$ cat config.mk
export PLATFORM = sky130hd
export DESIGN_NAME = stall_mem_responder_flat
export DESIGN_NICKNAME = d
export VERILOG_FILES = /design/src/rtl/stall_mem_if.sv /design/src/rtl/stall_mem_responder.sv /design/src/flat_wrapper.sv
export SDC_FILE = /design/constraint.sdc
export NUM_CORES = 2
export LEC_CHECK = 0
export ABC_AREA = 1
export BUFFER_PORTS_ARGS = -buffer_cell sky130_fd_sc_hd__buf_4
export CORE_ASPECT_RATIO = 1.1
export CORE_MARGIN = 1
export CORE_UTILIZATION = 51
export CTS_BUF_LIST = sky130_fd_sc_hd__clkbuf_4 sky130_fd_sc_hd__clkbuf_8
export DETAILED_ROUTE_END_ITERATION = 8
export PLACE_DENSITY = 0.66
export SYNTH_ARGS = -nofsm -noshare
export SYNTH_HDL_FRONTEND = slang
export SYNTH_SLANG_ARGS = --single-unit
$ cat constraint.sdc
create_clock -name clk -period 12.7 [get_ports clk]
set_clock_uncertainty 0.2 [all_clocks]
set_input_delay 0 -clock clk [delete_from_list [all_inputs] [get_ports clk]]
set_output_delay 0 -clock clk [all_outputs]
set_load 0.02 [all_outputs]
$ cat src/rtl/stall_mem_if.sv
// Data-memory request bus between the memory stage and its responder.
// The initiator holds a request stable until done; stall marks a busy responder.
interface stall_mem_if;
   logic        enable;
   logic        wr;
   logic [15:0] addr;
   logic [15:0] data_in;
   logic [15:0] data_out;
   logic        stall;
   logic        done;
   logic        err;

   modport master (
      output enable, wr, addr, data_in,
      input  data_out, stall, done, err
   );

   modport slave (
      input  enable, wr, addr, data_in,
      output data_out, stall, done, err
   );
endinterface

$ cat src/rtl/stall_mem_responder.sv
// Fixed-latency data-memory responder: stalls while busy, pulses done on completion.
// Word-aligned 16-bit storage; a misaligned request completes with err and no access.
module stall_mem_responder #(
   parameter int ADDR_W  = 8,
   parameter int LATENCY = 2
) (
   input  logic       clk,
   input  logic       rst,
   stall_mem_if.slave bus
);
   localparam int DEPTH = 2 ** ADDR_W;
   localparam logic [1:0] IDLE = 2'd0;
   localparam logic [1:0] BUSY = 2'd1;
   localparam logic [1:0] DONE = 2'd2;
   localparam logic [3:0] CNT_INIT = 4'(LATENCY - 1);

   logic [1:0]        state;
   logic [3:0]        cnt;
   logic [ADDR_W:0]   addrQ;
   logic              wrQ;
   logic [15:0]       dataQ;
   logic [15:0]       dataOut;
   logic              errQ;
   logic [15:0]       mem [DEPTH];
   logic [ADDR_W-1:0] idx;
   logic              access;
   logic              memWe;
   logic              unusedAddr;

   assign idx    = addrQ[ADDR_W:1];
   assign access = (state == BUSY) && (cnt == 4'd0);
   assign memWe  = access && wrQ && !addrQ[0] && !rst;

   // Upper address bits alias onto the array.
   assign unusedAddr = &{1'b0, bus.addr[15:ADDR_W+1]};

   always_ff @(posedge clk) begin
      if (rst) begin
         state   <= IDLE;
         cnt     <= 4'd0;
         dataOut <= 16'd0;
         errQ    <= 1'b0;
      end else begin
         unique case (state)
            IDLE, DONE: begin
               if (bus.enable) begin
                  addrQ <= bus.addr[ADDR_W:0];
                  wrQ   <= bus.wr;
                  dataQ <= bus.data_in;
                  cnt   <= CNT_INIT;
                  state <= BUSY;
               end else begin
                  state <= IDLE;
               end
            end
            BUSY: begin
               if (cnt != 4'd0) begin
                  cnt <= cnt - 4'd1;
               end else begin
                  state <= DONE;
                  if (addrQ[0]) begin
                     errQ    <= 1'b1;
                     dataOut <= 16'd0;
                  end else begin
                     errQ <= 1'b0;
                     if (!wrQ) dataOut <= mem[idx];
                  end
               end
            end
            default: state <= IDLE;
         endcase
      end
   end

   always_ff @(posedge clk) begin
      if (memWe) mem[idx] <= dataQ;
   end

   assign bus.stall    = (state == BUSY);
   assign bus.done     = (state == DONE);
   assign bus.err      = errQ;
   assign bus.data_out = dataOut;
endmodule

$ cat src/flat_wrapper.sv
// flat-port wrapper written by rule: the top's interface ports become plain ports
module stall_mem_responder_flat 
#(
   parameter int ADDR_W  = 8,
   parameter int LATENCY = 2
)
  (clk, rst, bus_enable, bus_wr, bus_addr, bus_data_in, bus_data_out, bus_stall, bus_done, bus_err);
  stall_mem_if bus_i ();
  input  logic clk;
  input  logic rst;
  input wire logic [$bits(bus_i.enable)-1:0] bus_enable;
  input wire logic [$bits(bus_i.wr)-1:0] bus_wr;
  input wire logic [$bits(bus_i.addr)-1:0] bus_addr;
  input wire logic [$bits(bus_i.data_in)-1:0] bus_data_in;
  output wire logic [$bits(bus_i.data_out)-1:0] bus_data_out;
  output wire logic [$bits(bus_i.stall)-1:0] bus_stall;
  output wire logic [$bits(bus_i.done)-1:0] bus_done;
  output wire logic [$bits(bus_i.err)-1:0] bus_err;
  assign bus_i.enable = bus_enable;
  assign bus_i.wr = bus_wr;
  assign bus_i.addr = bus_addr;
  assign bus_i.data_in = bus_data_in;
  assign bus_data_out = bus_i.data_out;
  assign bus_stall = bus_i.stall;
  assign bus_done = bus_i.done;
  assign bus_err = bus_i.err;
  stall_mem_responder #(.ADDR_W(ADDR_W), .LATENCY(LATENCY)) u_core (.clk(clk), .rst(rst), .bus(bus_i));
endmodule
# Word level (Yosys, flattened, before mapping)
# Memories as Yosys holds them, arrays and structs flattened. A register that Yosys moved wholly into a read port is not among the register bits.
# Cells that the tools add are included.
[word_totals]
ff_bits = 49
memories = 1
ram_bits = 4096
[memory_table]
columns = ["name", "depth", "width", "read_ports", "rd_ports_with_merged_regs", "write_ports", "line_no", "rtl"]
rows = [
  ["u_core.mem", 256, 16, 1, 1, 1, "stall_mem_responder.sv:24", "logic [15:0] mem [DEPTH];"],
]
[classes]
bitwise = 2
n_reduce_logical = 15
muxes = 12
addsub = 1
n_eq_ne = 6
[op_table]
columns = ["operator", "count"]
rows = [
  ["2-to-1 mux 16 bit", 2],
  ["AND reduction 3 bit", 3],
  ["2-to-1 mux 4 bit", 2],
  ["2-to-1 mux 8 bit", 1],
  ["one-hot mux 4 bit (2 select lines)", 1],
  ["logical AND 1 bit", 4],
  ["zero test 4 bit", 1],
  ["2-to-1 mux 1 bit", 4],
  ["inequality test 2 x 1 -> 1 bit, second input constant", 2],
  ["inequality test 2 bit, second input constant", 2],
  ["one-hot mux 2 bit (2 select lines)", 1],
  ["nonzero test 4 bit", 1],
  ["subtractor 4 x 1 -> 4 bit, second input constant", 1],
  ["equality test 2 x 1 -> 1 bit, second input constant", 1],
  ["equality test 2 bit, second input constant", 1],
  ["zero test 1 bit", 2],
  ["zero test 2 bit", 1],
  ["2-to-1 mux 2 bit", 1],
  ["inverter 1 bit", 2],
  ["AND reduction 2 bit", 1],
  ["nonzero test 2 bit", 1],
  ["OR reduction 2 bit", 1],
]

# Longest topological paths before layout
[depth]
depth_word = 7
depth_mapped = 15
mapped_depth_nobuf = 12

# Worst setup path before layout
# Ideal clock, no wire load.
[synth_timing]
path_kind = "register to register"
from = "reg u_core.dataQ[0]"
to = "mem u_core.mem[0][0] (data pin)"
t_arrival_ps = 3228
slack_ps = 8454
setup_time_ps = 817
stages_incl_launch_ff = 1
period_less_slack_ps = 4246
t_required_ps = 11683
path_cell_list = "edfxtp_1"
[synth_rtl]
columns = ["element", "line_no", "rtl"]
rows = [
  ["from (decl)", "stall_mem_responder.sv:21", "logic [15:0] dataQ;"],
  ["from (signal assigned)", "stall_mem_responder.sv:49", "dataQ <= bus.data_in;"],
  ["to (decl)", "stall_mem_responder.sv:24", ""],
]
# Straight into the memory's write port.

==> metrics.txt <==
TNS Setup 0 ps; crit path DAT 6140 ps; CTS tree built; synthesized area 0.167 mm²; Avg Inst Size Synth 12.2 µm²; Post-route DRC 2; Via Count 109,000; Max Fclk 191 MHz; Final WS setup 7480 ps; WS Path Type reg -> reg; vias in the first global route 101,000; worst-path fanout max 196; DP Wirelength 233,000 µm; area grow syn2layout 10.3%; clock slew at reported path FFs 60 ps; I/O pin count 55; Data required, critical path 13,620 ps; Final min period 5220 ps; CP endpoint kind flip-flop; CP Cell Sequence buf_12, buf_4, buf_4, nand2_1, nand3_1, nand3_1, nand3_1, nand3_1, nand3_1, nand3_1, nand3_1, nand3_1, a21oi_1; RSZ-0062 raised after global routing no; Vias/cell 5.83; most frequent cells in the layout nand2_1 (4,130), edfxtp_1 (4,122), nand3_1 (4,082), clkbuf_8 (651), buf_4 (379); clock sinks 4,153; fin. max-slew vios 0; GP Congestion 0.946; Slew HR 17.1%; period utilization 41.1%; Routed WL 454,000 µm; core area 0.326 mm²; CTS max path bufs 4; first-pass GRT wire length 658,000 µm; initial antenna violation count 8; Port Buffers 47; largest net degree at the start of global routing 215; clk_lat worst skew 1230 ps; final net count 13,900; synth unique cells 24; Hold Buf Count CTS 82; Initial Utilization 51.2%; Routed Antenna Nets 0; leading cell type in the layout, fill and taps excluded nand2_1; peak supply drop 113 µV; initial detailed-routing violation count 13,900; Hold Vio Cnt, Final 0; endpoints failing setup 0; Syn Nets 13,700; Slew @ Worst Pin 1240 ps; sequential cell area fraction in the yosys report 74.4%; violated checks DRC; hold crit path type in -> reg; share of cells above drive strength 1 10.6%; chip height 602 µm; Clock Tree Root clkbuf_8; Post-Syn Instances 13,700; startpoint types flip-flop; flops & latches, synth 4,153; GRT overflow 0; total track usage 26.8%; dpl ws 7580 ps; Post-CTS Setup Bufs 0; H-Tree Level Count 6; P_leak 64.2 nW; total CTS buffers 640; most frequent CP cell nand3_1; status finished with violations; CP max-delay cell buf_4; Yosys warnings 0; Routed WL per cell 24.3 µm; die area 0.330 mm²; Pre-antenna DRT Iters 9; # rows 220; pwr dens 153 mW/mm²; die width 548 µm; CP max stage delay 850 ps; maxcap violations 0; post-CTS sizing 0
-- metal layers --
layer | part of all wire, % | up-vias | track usage, %
met5 | 0 | - | 0
met2 | 46 | 5709 | 41.8
met1 | 39 | 53000 | 36.9
met4 | 4.8 | 0 | 12.8
li1 | - | 49400 | -
met3 | 9.9 | 884 | 4.41
-- kinds of logic (layout without fill, tap and decap cells) --
kind of cell | after synthesis | after routing | synth area share, %
simple gates | 8528 | 8528 | 22.3
flops | 4153 | 4153 | 74.4
buf+inv | 970 | 1649 | 3.19
compound gates | 30 | 30 | 0.0936
fa+ha+maj | 1 | 1 | 0.00749
other cells | 0 | 7 | 0
-- stage by stage --
stage / util [%] / hold WS [ps] / area, µm² / total power, mW / cells
2_1_floorplan: - / -101 / 167000 / 16.8 / 13700
3_3_place_gp: 52.4 / -21.8 / 171000 / 17.5 / 17500
3_5_place_dp: 52.4 / -20.8 / 171000 / 17.6 / 17500
4_1_cts: 56.5 / 41.0 / 184000 / 28.3 / 18700
5_1_grt: 56.5 / 120 / 184000 / 29.1 / 18700
6_report: 56.5 / 156 / 184000 / 28.2 / 18700
-- registers in the layout, summed over array words and instances (netlist names), named ones only --
name and count:
u_core.bus.data_out 16, u_core.dataQ 16, u_core.cnt 4, u_core.wrQ 1, u_core.mem 4096, u_core.bus.err 1, u_core.state 2, u_core.addrQ 9
-- worst paths after layout --
path | cells past startpoint | endpoint | slack (ps) | startpoint
worst min register to register | 2 | u_core.bus.err$_SDFFE_PP0P_ | 270 | u_core.bus.err$_SDFFE_PP0P_
worst min-delay path | 3 | u_core.wrQ$_DFFE_PP_ | 160 | bus_wr
worst max-delay path | 13 | u_core.bus.data_out[12]$_SDFFE_PP0P_ | 7480 | flip-flop
worst max register to register | 13 | u_core.bus.data_out[12]$_SDFFE_PP0P_ | 7480 | flip-flop
-- power by group --
| part | total, mW | leakage (nW) | internal (mW) | switching, mW |
|---|---|---|---|---|
| clock network | 10.9 | 6.57 | 5.76 | 5.13 |
| registers | 15.1 | 37.3 | 15.0 | 0.0368 |
| logic | 2.28 | 20.4 | 0.556 | 1.72 |
-- area by class of cell --
type / instances / area, µm²
Inverter: 30 / 156
Sequential cell: 4153 / 124000
Clock inverter: 206 / 1380
Antenna cell: 7 / 17.5
Timing Repair Buffer: 495 / 4350
Tap cell: 4329 / 5420
Multi-Input combinational cell: 8559 / 37500
Clock buffer: 918 / 11000
Fill cell: 26100 / 142000
-- critical path, delay by kind of cell (launching register included) --
| kind | cells | cell delay, ps |
|---|---|---|
| AO/OA/AOI/OAI | 1 | 130 |
| buffers and inverters | 3 | 2350 |
| flip-flops | 1 | 620 |
| AND/OR/NAND/NOR | 9 | 1600 |
-- cells in the mapped netlist (all sizes together) --
cell type | n | area, µm²
nand2 | 4162 | 15700
edfxtp | 4122 | 124000
nand3 | 4082 | 20400
buf | 814 | 4750
nor2 | 277 | 1060
clkbuf | 126 | 473
dfxtp | 31 | 621
inv | 30 | 115
a21oi | 19 | 95.1
o21ai | 10 | 53.8
nor3 | 4 | 20.0
and3 | 2 | 12.5
ha | 1 | 12.5
nor4 | 1 | 12.5
o31ai | 1 | 7.51
Note: power is estimated with default switching activity, not from simulation.
